--- config.mk ---
export PLATFORM = sky130hd
export DESIGN_NAME = measure_stimulus
export DESIGN_NICKNAME = d
export VERILOG_FILES = /design/src/rtl/measure_stimulus.sv
export SDC_FILE = /design/constraint.sdc
export NUM_CORES = 1
export LEC_CHECK = 0
export BUFFER_PORTS_ARGS = -buffer_cell sky130_fd_sc_hd__buf_2
export CAP_MARGIN = 20
export CORE_MARGIN = 5
export CORE_UTILIZATION = 52
export DETAILED_ROUTE_END_ITERATION = 8
export PLACE_DENSITY = 0.69
export SETUP_SLACK_MARGIN = 0.2
export SLEW_MARGIN = 20
export SYNTH_ARGS = -nofsm -noshare
export SYNTH_HDL_FRONTEND = slang
export SYNTH_SLANG_ARGS = --single-unit
--- constraint.sdc ---
create_clock -name clock -period 2.6 [get_ports clock]
set_clock_uncertainty 0.05 [all_clocks]
set_input_delay 0.39 -clock clock [delete_from_list [all_inputs] [get_ports clock]]
set_output_delay 0.39 -clock clock [all_outputs]
set_load 0.02 [all_outputs]
--- src/rtl/measure_stimulus.sv ---
// measure_stimulus: stimulus and light-sensor front-end for the lag measurement path.
// Each flash is aligned to a frame start and the raw sensor line is synchronized and
// debounced. The block pulses reset_counter, sensor_trigger and timeout to the measure
// block and keeps a running count of completed measurements and of timeouts.
module measure_stimulus #(
  parameter int CYCLES_PER_MS    = 27000,
  parameter int FLASH_TIMEOUT_MS = 500,
  parameter int DARK_MS          = 250,
  parameter int DEBOUNCE_CYCLES  = 16
) (
  input  logic        clock,
  input  logic        reset_n,
  input  logic        enable,
  input  logic        vsync,
  input  logic        sensor_input,
  input  logic        config_changed,
  output logic        flash_on,
  output logic        reset_counter,
  output logic        sensor_trigger,
  output logic        reset_bcdoutput,
  output logic        timeout,
  output logic [15:0] measure_count,
  output logic [7:0]  timeout_count
);

  // Counter widths: the ms counter must reach the longer of the two phase lengths.
  localparam int PRE_W  = (CYCLES_PER_MS > 1) ? $clog2(CYCLES_PER_MS) : 1;
  localparam int MS_MAX = (FLASH_TIMEOUT_MS > DARK_MS) ? FLASH_TIMEOUT_MS : DARK_MS;
  localparam int MS_W   = (MS_MAX > 1) ? $clog2(MS_MAX + 1) : 1;
  localparam int DB_W   = $clog2(DEBOUNCE_CYCLES + 1);

  localparam logic [PRE_W-1:0] PRE_LAST   = PRE_W'(CYCLES_PER_MS - 1);
  localparam logic [MS_W-1:0]  FLASH_LAST = MS_W'(FLASH_TIMEOUT_MS - 1);
  localparam logic [MS_W-1:0]  DARK_LAST  = MS_W'(DARK_MS - 1);
  localparam logic [DB_W-1:0]  DB_LAST    = DB_W'(DEBOUNCE_CYCLES - 1);

  typedef enum logic [1:0] {
    S_IDLE  = 2'd0,
    S_ARM   = 2'd1,
    S_FLASH = 2'd2,
    S_DARK  = 2'd3
  } state_t;

  // Sensor conditioning
  logic            sync1_q;
  logic            sync2_q;
  logic            level_q;
  logic            level_d;
  logic            level_prev_q;
  logic [DB_W-1:0] run_q;
  logic [DB_W-1:0] run_d;
  logic            level_rise;

  // Sequencer
  state_t          state_q;
  logic            vsync_prev_q;
  logic [PRE_W-1:0] pre_q;
  logic [MS_W-1:0] ms_q;
  logic            ms_tick;
  logic            flash_expired;
  logic            dark_expired;
  logic            vsync_rise;

  // Registered outputs
  logic            flash_on_q;
  logic            reset_counter_q;
  logic            sensor_trigger_q;
  logic            reset_bcdoutput_q;
  logic            timeout_q;
  logic [15:0]     measure_count_q;
  logic [7:0]      timeout_count_q;

  // Debounce next-state: the level flips only after DEBOUNCE_CYCLES consecutive
  // disagreeing samples; one agreeing sample restarts the run. Disable freezes it.
  always_comb begin
    level_d = level_q;
    run_d   = run_q;
    if (!enable) begin
      run_d = '0;
    end else if (sync2_q == level_q) begin
      run_d = '0;
    end else if (run_q == DB_LAST) begin
      level_d = sync2_q;
      run_d   = '0;
    end else begin
      run_d = run_q + 1'b1;
    end
  end

  // Two-flop synchronizer, debounce state and previous debounced level.
  always_ff @(posedge clock or negedge reset_n) begin
    if (!reset_n) begin
      sync1_q      <= 1'b0;
      sync2_q      <= 1'b0;
      level_q      <= 1'b0;
      level_prev_q <= 1'b0;
      run_q        <= '0;
    end else begin
      sync1_q      <= sensor_input;
      sync2_q      <= sync1_q;
      level_q      <= level_d;
      level_prev_q <= level_q;
      run_q        <= run_d;
    end
  end

  // A rise is seen one cycle after the debounced level flips, which makes the
  // trigger land DEBOUNCE_CYCLES+2 edges after the synchronizer first sees it.
  assign level_rise    = level_q & ~level_prev_q;
  assign vsync_rise    = vsync & ~vsync_prev_q;
  assign ms_tick       = (pre_q == PRE_LAST);
  assign flash_expired = ms_tick && (ms_q == FLASH_LAST);
  assign dark_expired  = ms_tick && (ms_q == DARK_LAST);

  // Measurement sequencer: IDLE -> ARM -> FLASH -> DARK -> ARM, with counters and pulses.
  always_ff @(posedge clock or negedge reset_n) begin
    if (!reset_n) begin
      state_q           <= S_IDLE;
      vsync_prev_q      <= 1'b0;
      pre_q             <= '0;
      ms_q              <= '0;
      flash_on_q        <= 1'b0;
      reset_counter_q   <= 1'b0;
      sensor_trigger_q  <= 1'b0;
      reset_bcdoutput_q <= 1'b0;
      timeout_q         <= 1'b0;
      measure_count_q   <= '0;
      timeout_count_q   <= '0;
    end else begin
      vsync_prev_q      <= vsync;
      reset_counter_q   <= 1'b0;
      sensor_trigger_q  <= 1'b0;
      timeout_q         <= 1'b0;
      reset_bcdoutput_q <= config_changed;

      // ms prescaler advances every cycle; phases that do not time anything
      // hold it at zero and every phase entry restarts it.
      if (ms_tick) begin
        pre_q <= '0;
        ms_q  <= ms_q + 1'b1;
      end else begin
        pre_q <= pre_q + 1'b1;
      end

      if (!enable) begin
        state_q    <= S_IDLE;
        flash_on_q <= 1'b0;
        pre_q      <= '0;
        ms_q       <= '0;
      end else begin
        case (state_q)
          S_IDLE: begin
            state_q <= S_ARM;
            pre_q   <= '0;
            ms_q    <= '0;
          end

          S_ARM: begin
            pre_q <= '0;
            ms_q  <= '0;
            if (vsync_rise) begin
              state_q         <= S_FLASH;
              flash_on_q      <= 1'b1;
              reset_counter_q <= 1'b1;
            end
          end

          S_FLASH: begin
            // A configuration change aborts the flash silently; a detection
            // beats a simultaneous expiry.
            if (config_changed) begin
              state_q <= S_DARK;
              pre_q   <= '0;
              ms_q    <= '0;
            end else if (level_rise) begin
              state_q          <= S_DARK;
              sensor_trigger_q <= 1'b1;
              measure_count_q  <= measure_count_q + 1'b1;
              pre_q            <= '0;
              ms_q             <= '0;
            end else if (flash_expired) begin
              state_q   <= S_DARK;
              timeout_q <= 1'b1;
              if (timeout_count_q != 8'hFF) begin
                timeout_count_q <= timeout_count_q + 1'b1;
              end
              pre_q <= '0;
              ms_q  <= '0;
            end
          end

          S_DARK: begin
            // The patch goes dark on the edge after the flash ends.
            flash_on_q <= 1'b0;
            if (dark_expired) begin
              state_q <= S_ARM;
              pre_q   <= '0;
              ms_q    <= '0;
            end
          end

          default: begin
            state_q    <= S_IDLE;
            flash_on_q <= 1'b0;
            pre_q      <= '0;
            ms_q       <= '0;
          end
        endcase
      end

      // Clearing the counters overrides any increment on the same edge.
      if (config_changed) begin
        measure_count_q <= '0;
        timeout_count_q <= '0;
      end
    end
  end

  assign flash_on        = flash_on_q;
  assign reset_counter   = reset_counter_q;
  assign sensor_trigger  = sensor_trigger_q;
  assign reset_bcdoutput = reset_bcdoutput_q;
  assign timeout         = timeout_q;
  assign measure_count   = measure_count_q;
  assign timeout_count   = timeout_count_q;

endmodule

**Yosys cells after proc, flatten, opt, wreduce, memory -nomap -nowiden**

Index checks and enable logic that the tools add are counted.

- Memory bits (read-only): 0
- Flip-flop bits (word level): 65
- Logic and storage cells: 103
- Bits in latches: 0
- Output and inout bits: 29
- Memories: 0
- RAM bits: 0

- Magnitude comparators: 0
- Add/sub/neg operators: 5
- Bitwise gates (word level): 5
- Multiply operators: 0
- Eq/ne operators: 14
- Reductions and logical operators: 14
- Div/mod/pow operators: 0
- Shift operators: 0
- Multiplexer cells: 49

Operators by type and width:

| cell | count |
|---|---|
| 15-bit 2-to-1 mux | 6 |
| 16-bit 2-to-1 mux | 4 |
| 9-bit 2-to-1 mux | 6 |
| 8-bit 2-to-1 mux | 6 |
| 15-bit one-hot mux with 3 select lines | 1 |
| 9-bit one-hot mux with 3 select lines | 1 |
| 16-bit by 1-bit adder with 16-bit output, second input constant | 1 |
| 15-bit by 1-bit adder with 15-bit output, second input constant | 1 |
| 15-bit == test, second input constant | 1 |
| 5-bit 2-to-1 mux | 3 |
| 1-bit 2-to-1 mux | 14 |
| 2-bit 2-to-1 mux | 6 |
| 2-bit nonzero test | 5 |
| 9-bit by 1-bit adder with 9-bit output, second input constant | 1 |
| 9-bit by 8-bit == test with 1-bit output, second input constant | 1 |
| 9-bit == test, second input constant | 1 |
| 3-bit AND reduction | 3 |
| 8-bit by 1-bit adder with 8-bit output, second input constant | 1 |
| 8-bit != test, second input constant | 1 |
| 2-bit one-hot mux with 4 select lines | 1 |
| 3-bit != test, second input constant | 2 |
| 5-bit by 1-bit adder with 5-bit output, second input constant | 1 |
| 5-bit by 4-bit == test with 1-bit output, second input constant | 1 |
| 5-bit != test, second input constant | 1 |
| other kinds (13) | 18 |

**Depth between registers and ports, before layout**

Gate-level depths: netlist of run 1.

- Depth in word-level cells: 7
- Gate-level depth with buffers: 9
- Depth with buffers taken out: 7

**Least setup slack after synthesis of run 1**

No wires, ideal clock.

- Path kind: register to register
- From: reg timeout_count_q[0], in the netlist timeout_count[0]
- To: reg timeout_count_q[6], in the netlist timeout_count[6]
- Library setup time: 78 ps
- Clock period less this slack: 2155 ps
- Slack: 445 ps
- Path buffers: 1
- Stages on the path, launching flop included: 8
- Arrival time: 2027 ps
- Cells stage by stage: dfrtp_1 ha_1 and3_1 a311oi_1 nand3_2 buf_6 or4_1 a21oi_1

- Cells in the longest elaborated chain, start to end: 7

Ends and longest elaborated chain:

| element | RTL line | source |
|---|---|---|
| from (decl) | 71 | `logic [7:0] timeout_count_q;` |
| from (signal assigned) | 185 | `timeout_count_q <= timeout_count_q + 1'b1;` |
| 8-bit by 1-bit adder with 8-bit output | 185 |  |
| 8-bit 2-to-1 mux | 184 | `if (timeout_count_q != 8'hFF) begin` |
| 8-bit 2-to-1 mux | 181 | `end else if (flash_expired) begin` |
| 8-bit 2-to-1 mux | 175 | `end else if (level_rise) begin` |
| 8-bit 2-to-1 mux | 151 | `case (state_q)` |
| 8-bit 2-to-1 mux | 145 | `if (!enable) begin` |
| 8-bit 2-to-1 mux | 212 | `if (config_changed) begin` |

Parallel ways exist; a longest one is shown, timed or not. The select of a mux whose other input is x is not followed.
A chain may end at the register's enable or synchronous reset.

**Worst setup path after layout of run 1**

- From: reg timeout_count_q[0], in the netlist timeout_count[0]
- To: reg timeout_count_q[5], in the netlist timeout_count[5]

The elaborated chain is that of the path after synthesis.

==> metrics.md, run 1 <==
| Metric | Value |
|---|---|
| Failing checks | `negative hold slack` |
| Fraction of layout cells with a size suffix above 1 | `16.81%` |
| Post-synthesis instance total | `315` |
| Drt wl/cell | `14.15 um` |
| First-pass GRT wire length | `10.33 mm` |
| Seq cells post-synth | `65` |
| FP Rows | `28` |
| Setup violations, final | `0` |
| Worst skew pair latency | `340 ps` |
| Max Fclk | `439.5 MHz` |
| Post-synth top area cell | `dfrtp_1` |
| Placed Area | `3408 sq um` |
| Die Wd | `88.04 um` |
| Post-route minimum period | `2275 ps` |
| Vias in the first global route | `2329` |
| LEAKAGE | `about 1.7 nW` |
| DRC Markers | `0` |
| Bufs on Longest Clock Path | `2` |
| Total number of vias | `2325` |
| Grt ovf | `0` |
| Post-detailed-route count of antenna-violating nets | `0` |
| CP delay by family, top | `simple AND/OR/NAND/NOR gates` |
| CP max FO | `12` |
| # hold bufs at CTS | `0` |
| Final hold viol count | `2` |
| Yosys warns | `0` |
| Clock transition at path regs | `70 ps` |
| Starting DRT DRC Count | `a little under 90` |
| Die H | `88.04 um` |
| Relative slew slack | `~64%` |
| Syn Area/Cell | `10.05 sq um` |
| Total Nets Final | `367` |
| Crit path buffers/inverters | `0` |
| Post-Route WL | `6.111 mm` |
| Synthesis-to-finish area growth | `16.04%` |
| Crit. End Element | `flip-flop` |
| Root Driver | `clkbuf_8` |
| Worst path cell trace | `ha_1 > and3_1 > a311oi_2 > nand3_4 > or4_1 > a21oi_1` |
| Most numerous cell in the Yosys netlist | `dfrtp_1` |
| Peak VDD IR | `0.3561 mV` |
| TritonCTS clock tree | `yes` |
| Placeable core area | `5921 sq um` |
| Period utilization | `87.51%` |
| Crit path launch type | `flip-flop` |
| CTS Buf Count | `9` |
| Antenna diodes | `0` |
| Hold crit path type | `in -> async` |
| Sequential-to-total area share from yosys stat | `about half` |
| # resized after CTS | `0` |
| CP arrival | `around 2500 ps` |
| Ys flop type | `dfrtp_1` |
| RSZ-0062 raised after global routing | `false` |
| IO buf count | `34` |
| Critical Path RT | `2810 ps` |
| Fin area | `3675 sq um` |
| Top-Level Pins | `35` |
| Clk sink count | `65` |
| Worst hold slack | `-4.383 ps` |
| R2R Setup Slk | `around 320 ps` |
| Max Cap Viol | `0` |
| Syn nets | `330` |
| CP max stage cell | `or4_1` |
| Total Routing Usage GR | `17.03%` |
| Drt pass-1 iters | `4` |
| List of most frequent post-synthesis cells | `dfrtp_1 (65), nor2_1 (49), xor2_1 (23), nand3_1 (20), nand2_1 (19)` |
| Post-route setup TNS | `0 ps` |
| Post-synth EDFFs | `0` |
| CTS H-tree lvls | `3` |
| P per Cell Area | `between 600 and 700 nW/um^2` |
| Mapped Area | `3167 sq um` |
| Post-synth ARST share | `100.0%` |
| Final Util | `between 60% and 70%` |
| Pins Over Slew Limit | `0` |
| Slew @ Worst Pin | `539.7 ps` |
| Share of the synthesized area in the top cell type | `51.36%` |
| Setup fix buffers added after clock tree synthesis | `0` |
| Library cells used by synthesis | `43` |
| Drt via density | `5.382` |
| Slowest stage delay, CP | `500 ps` |
| Setup Crit Path Kind | `reg -> reg` |
| Initial Util | `53.49%` |
| Initial antenna violation count | `0` |
| Synth area leaders | `dfrtp_1 (51%), xor2_1 (6.4%), nor2_1 (5.8%)` |
| Dpl hpwl | `4.211 mm` |
| Placer Congestion | `0.7581` |
| Status | `complete, but fails checks` |
| Largest net degree at the start of global routing | `66` |
| Area of the die | `7751 sq um` |
==> flip-flops by register name, indices dropped and copies added (netlist names) <==
register,cells
timeout,1
sensor_trigger,1
measure_count,16
sync1_q,1
reset_counter,1
level_q,1
reset_bcdoutput,1
state_q,2
pre_q,15
vsync_prev_q,1
ms_q,9
run_q,5
level_prev_q,1
timeout_count,8
flash_on,1
sync2_q,1
==> per-stage QoR <==
stage                     instances  setup slack [ps]  power, mW  hold slack [ps]
after floorplan                 315             445.4      1.191            44.41
after detailed placement        416             346.6      1.255            311.3
after global routing            432             208.0      2.396            11.32
final                           432             324.6      2.295           -4.383
after global placement          416             404.7      1.251            283.2
after CTS                       432             223.7      2.319            17.37
==> area by class of cell <==
type	instances	area (sq um)
well taps	75	93.84
clock buffers	10	137.6
flip-flops and latches	65	1627
multi-input cells	229	1459
inverters	10	37.54
fillers	499	2246
clock inverters	6	115.1
repair buffers	37	205.2
==> power by group <==
group	switching, mW	leakage, nW	internal (mW)
Sequential	0.0208	0.895	1.04
Clock	0.393	0.123	0.666
Combinational	0.117	0.646	0.0619
Total	0.531	1.66	1.76
==> cell usage in the layout (no fill, tap or decap), drive strengths merged, types with 6 or more instances in the layout <==
cell	n
inv	10
buf	37
nand2	19
xnor2	14
xor2	23
dfrtp	65
or3	6
clkbuf	10
a21oi	12
and3	10
nor2	49
nand3	21
ha	9
nand4	10
o21ai	9
==> worst paths after layout <==
check / startpoint / endpoint / depth (start not counted)
min in group clock: sensor_input / sync1_q$_DFF_PN0_ / 1
worst max-delay path: timeout_count[0]$_DFFE_PN0P_ / timeout_count[5]$_DFFE_PN0P_ / 6
worst min-delay path: reset_n / timeout_count[6]$_DFFE_PN0P_ / 2
worst min register to register: sync1_q$_DFF_PN0_ / sync2_q$_DFF_PN0_ / 0
max in group asynchronous: reset_n / ms_q[4]$_DFF_PN0_ / 2
worst max register to register: timeout_count[0]$_DFFE_PN0P_ / timeout_count[5]$_DFFE_PN0P_ / 6
==> layer usage <==
| metal | GRT usage [%] | vias up | wire (um) |
|---|---|---|---|
| met4 | 8.104 | 0 | 80 |
| li1 | - | 1165 | - |
| met2 | 27.88 | 39 | 2953 |
| met1 | 21.71 | 1113 | 2774 |
| met3 | 3.387 | 8 | 301 |
| met5 | 0 | - | 0 |
==> cells by family after synthesis <==
logic type	Yosys count	synth area share, %
buf+inv	21	3.003
mux	2	0.6717
simple gates	149	25.01
xor+xnor	37	10.23
fa+ha+maj	9	3.556
compound gates	32	6.164
flops	65	51.36
No activity file was read; power rests on OpenSTA's default activity.
==> inputs of run 2 (changes only) <==
Settings changed: MAX_ROUTING_LAYER set to met4.
==> run 2 against run 1 <==
Compared with the run above: the run still ends with negative hold slack left; non-clock buffer count is the same; first-iteration DRC count is the same; combinational power is essentially flat; count of clock-buffer cells in the layout is the same; via count grew 0.22%; maximum frequency shrank 0.12%; critical path depth is the same; final area is the same; sequential share of layout area is the same; clock power is essentially flat; total power is essentially flat; largest power group unchanged; highest routed layer unchanged.
==> metrics.md, run 2 (same netlist as run 1, synthesis figures left out) <==
| Metric | Value |
|---|---|
| Drt wl/cell | `14.14 um (was 14.15 um)` |
| Bufs on Longest Clock Path | `2 (unchanged)` |
| Initial antenna violation count | `0 (unchanged)` |
| Pins Over Slew Limit | `0 (unchanged)` |
| Setup fix buffers added after clock tree synthesis | `0 (unchanged)` |
| Dpl hpwl | `4.211 mm (unchanged)` |
| FP Rows | `28 (unchanged)` |
| Die H | `88.04 um (unchanged)` |
| Clk sink count | `65 (unchanged)` |
| Most frequent cells in the layout | `dfrtp_1 (65), nor2_1 (49), buf_2 (34) (unchanged)` |
| Crit. End Element | `flip-flop (unchanged)` |
| Root Driver | `clkbuf_8 (unchanged)` |
| IO buf count | `34 (unchanged)` |
| Placeable core area | `5921 sq um (unchanged)` |
| DRC Markers | `0 (unchanged)` |
| LEAKAGE | `1.663 nW (unchanged)` |
| CTS Buf Count | `9 (unchanged)` |
| Worst skew pair latency | `340 ps (about the same)` |
| Synthesis-to-finish area growth | `16.04% (unchanged)` |
| Peak VDD IR | `0.3561 mV (about the same)` |
| Starting DRT DRC Count | `87 (unchanged)` |
| Top-Level Pins | `35 (unchanged)` |
| Placer Congestion | `0.7680 (was 0.7581)` |
| Placed insts | `416 (unchanged)` |
| Worst hold slack | `-0.5169 ps (was -4.383 ps)` |
| First-pass GRT wire length | `10.34 mm (was 10.33 mm)` |
| Largest net degree at the start of global routing | `66 (unchanged)` |
| Drt pass-1 iters | `4 (unchanged)` |
| CTS H-tree lvls | `3 (unchanged)` |
| Drt via density | `5.394 (was 5.382)` |
| Failing checks | `negative hold slack (unchanged)` |
| Post-detailed-route count of antenna-violating nets | `0 (unchanged)` |
| Total number of vias | `2330 (was 2325)` |
| Relative slew slack | `63.83% (was 63.80%)` |
| Die Wd | `88.04 um (unchanged)` |
| Largest register FFs | `16 (unchanged)` |
| Grt ovf | `0 (unchanged)` |
| Max Fclk | `439.0 MHz (was 439.5 MHz)` |
| P per Cell Area | `625.0 nW/um^2 (was 624.5 nW/um^2)` |
| TritonCTS clock tree | `yes (unchanged)` |
| Crit path launch type | `flip-flop (unchanged)` |
| Fillcell total | `499 (unchanged)` |
| Area of the die | `7751 sq um (unchanged)` |
| Post-route minimum period | `2278 ps (was 2275 ps)` |
| Fin cells | `432 (unchanged)` |
| Slew @ Worst Pin | `539.2 ps (was 539.7 ps)` |
| Period utilization | `87.62% (was 87.51%)` |
| Fraction of layout cells with a size suffix above 1 | `16.81% (unchanged)` |
| Initial Util | `53.49% (unchanged)` |
| Max Cap Viol | `0 (unchanged)` |
| Setup violations, final | `0 (unchanged)` |
| Clock transition at path regs | `70 ps (about the same)` |
| Hold crit path type | `in -> async (unchanged)` |
| Setup Crit Path Kind | `reg -> reg (unchanged)` |
| Status | `complete, but fails checks (unchanged)` |
| CP max FO | `12 (unchanged)` |
| Total Routing Usage GR | `17.58% (was 17.03%)` |
| RSZ-0062 raised after global routing | `false (unchanged)` |
| Final hold viol count | `2 (unchanged)` |
| Post-route setup TNS | `0 ps (unchanged)` |
| CP arrival | `2490 ps (was 2480 ps)` |
| Antenna diodes | `0 (unchanged)` |
| Total Nets Final | `367 (unchanged)` |
| Most common cell after layout, fill and taps aside | `dfrtp_1 (unchanged)` |
| Vias in the first global route | `2328 (was 2329)` |
| Critical Path RT | `2810 ps (about the same)` |
| Post-Route WL | `6.107 mm (was 6.111 mm)` |
[run 2: per-stage QoR]
| stage | hold slack [ps] | area [sq um] | utilization [%] | total power [mW] | setup WS (ps) |
|---|---|---|---|---|---|
| 2_1_floorplan | 44.41 | 3167 | - | 1.191 | 445.4 |
| 3_5_place_dp | 311.3 | 3408 | 57.57 | 1.255 | 346.6 |
| 5_1_grt | 11.32 | 3675 | 62.07 | 2.396 | 208.0 |
| 4_1_cts | 17.37 | 3661 | 61.83 | 2.319 | 223.7 |
| 6_report | -0.5169 | 3675 | 62.07 | 2.297 | 321.9 |
| 3_3_place_gp | 283.2 | 3408 | 57.57 | 1.251 | 404.7 |
[run 2: report_power, final]
part | switching, mW | internal (mW)
Sequential | 0.0207 | 1.04
Combinational | 0.117 | 0.0619
Clock | 0.395 | 0.666
[run 2: repair_timing]
action	CTS	global route
hold endpoints to repair	0	0
hold buffers	0	0
gates resized for setup	0	2
setup endpoints to repair	0	5
[run 2: final timing paths]
kind | from | slack (ps) | endpoint | cells after the start
max | timeout_count[0]$_DFFE_PN0P_ | 320 | timeout_count[5]$_DFFE_PN0P_ | 6
min | reset_n | -0.5 | timeout_count[6]$_DFFE_PN0P_ | 2
max reg2reg | timeout_count[0]$_DFFE_PN0P_ | 320 | timeout_count[5]$_DFFE_PN0P_ | 6
min reg2reg | sync1_q$_DFF_PN0_ | 320 | sync2_q$_DFF_PN0_ | 0
max in group asynchronous | reset_n | 2200 | ms_q[4]$_DFF_PN0_ | 2
min in group clock | sensor_input | 110 | sync1_q$_DFF_PN0_ | 1
[run 2: cell type report]
class / count / area, sq um / area share [%]
Timing Repair Buffer: 37 / 205.2 / 5.584
Sequential cell: 65 / 1627 / 44.26
Tap cell: 75 / 93.84 / 2.554
Clock buffer: 10 / 137.6 / 3.745
Inverter: 10 / 37.54 / 1.021
Clock inverter: 6 / 115.1 / 3.132
Multi-Input combinational cell: 229 / 1459 / 39.70
[run 2: critical path: stages (launching register included)]
cell and delay [ps]:
dfrtp_1 430, ha_1 280, and3_1 190, a311oi_2 410, nand3_4 190, or4_1 500
a21oi_1 160
[run 2: per-layer routing]
metal | vias to the layer above | global-route usage, % | share of wire [%] | routed length (um)
li1 | 1165 | - | - | -
met1 | 1121 | 21.83 | 46 | 2814
met2 | 34 | 27.81 | 48 | 2909
met3 | 10 | 3.387 | 4.5 | 275
met4 | 0 | 8.104 | 1.8 | 108
met5 | - | - | 0 | 0
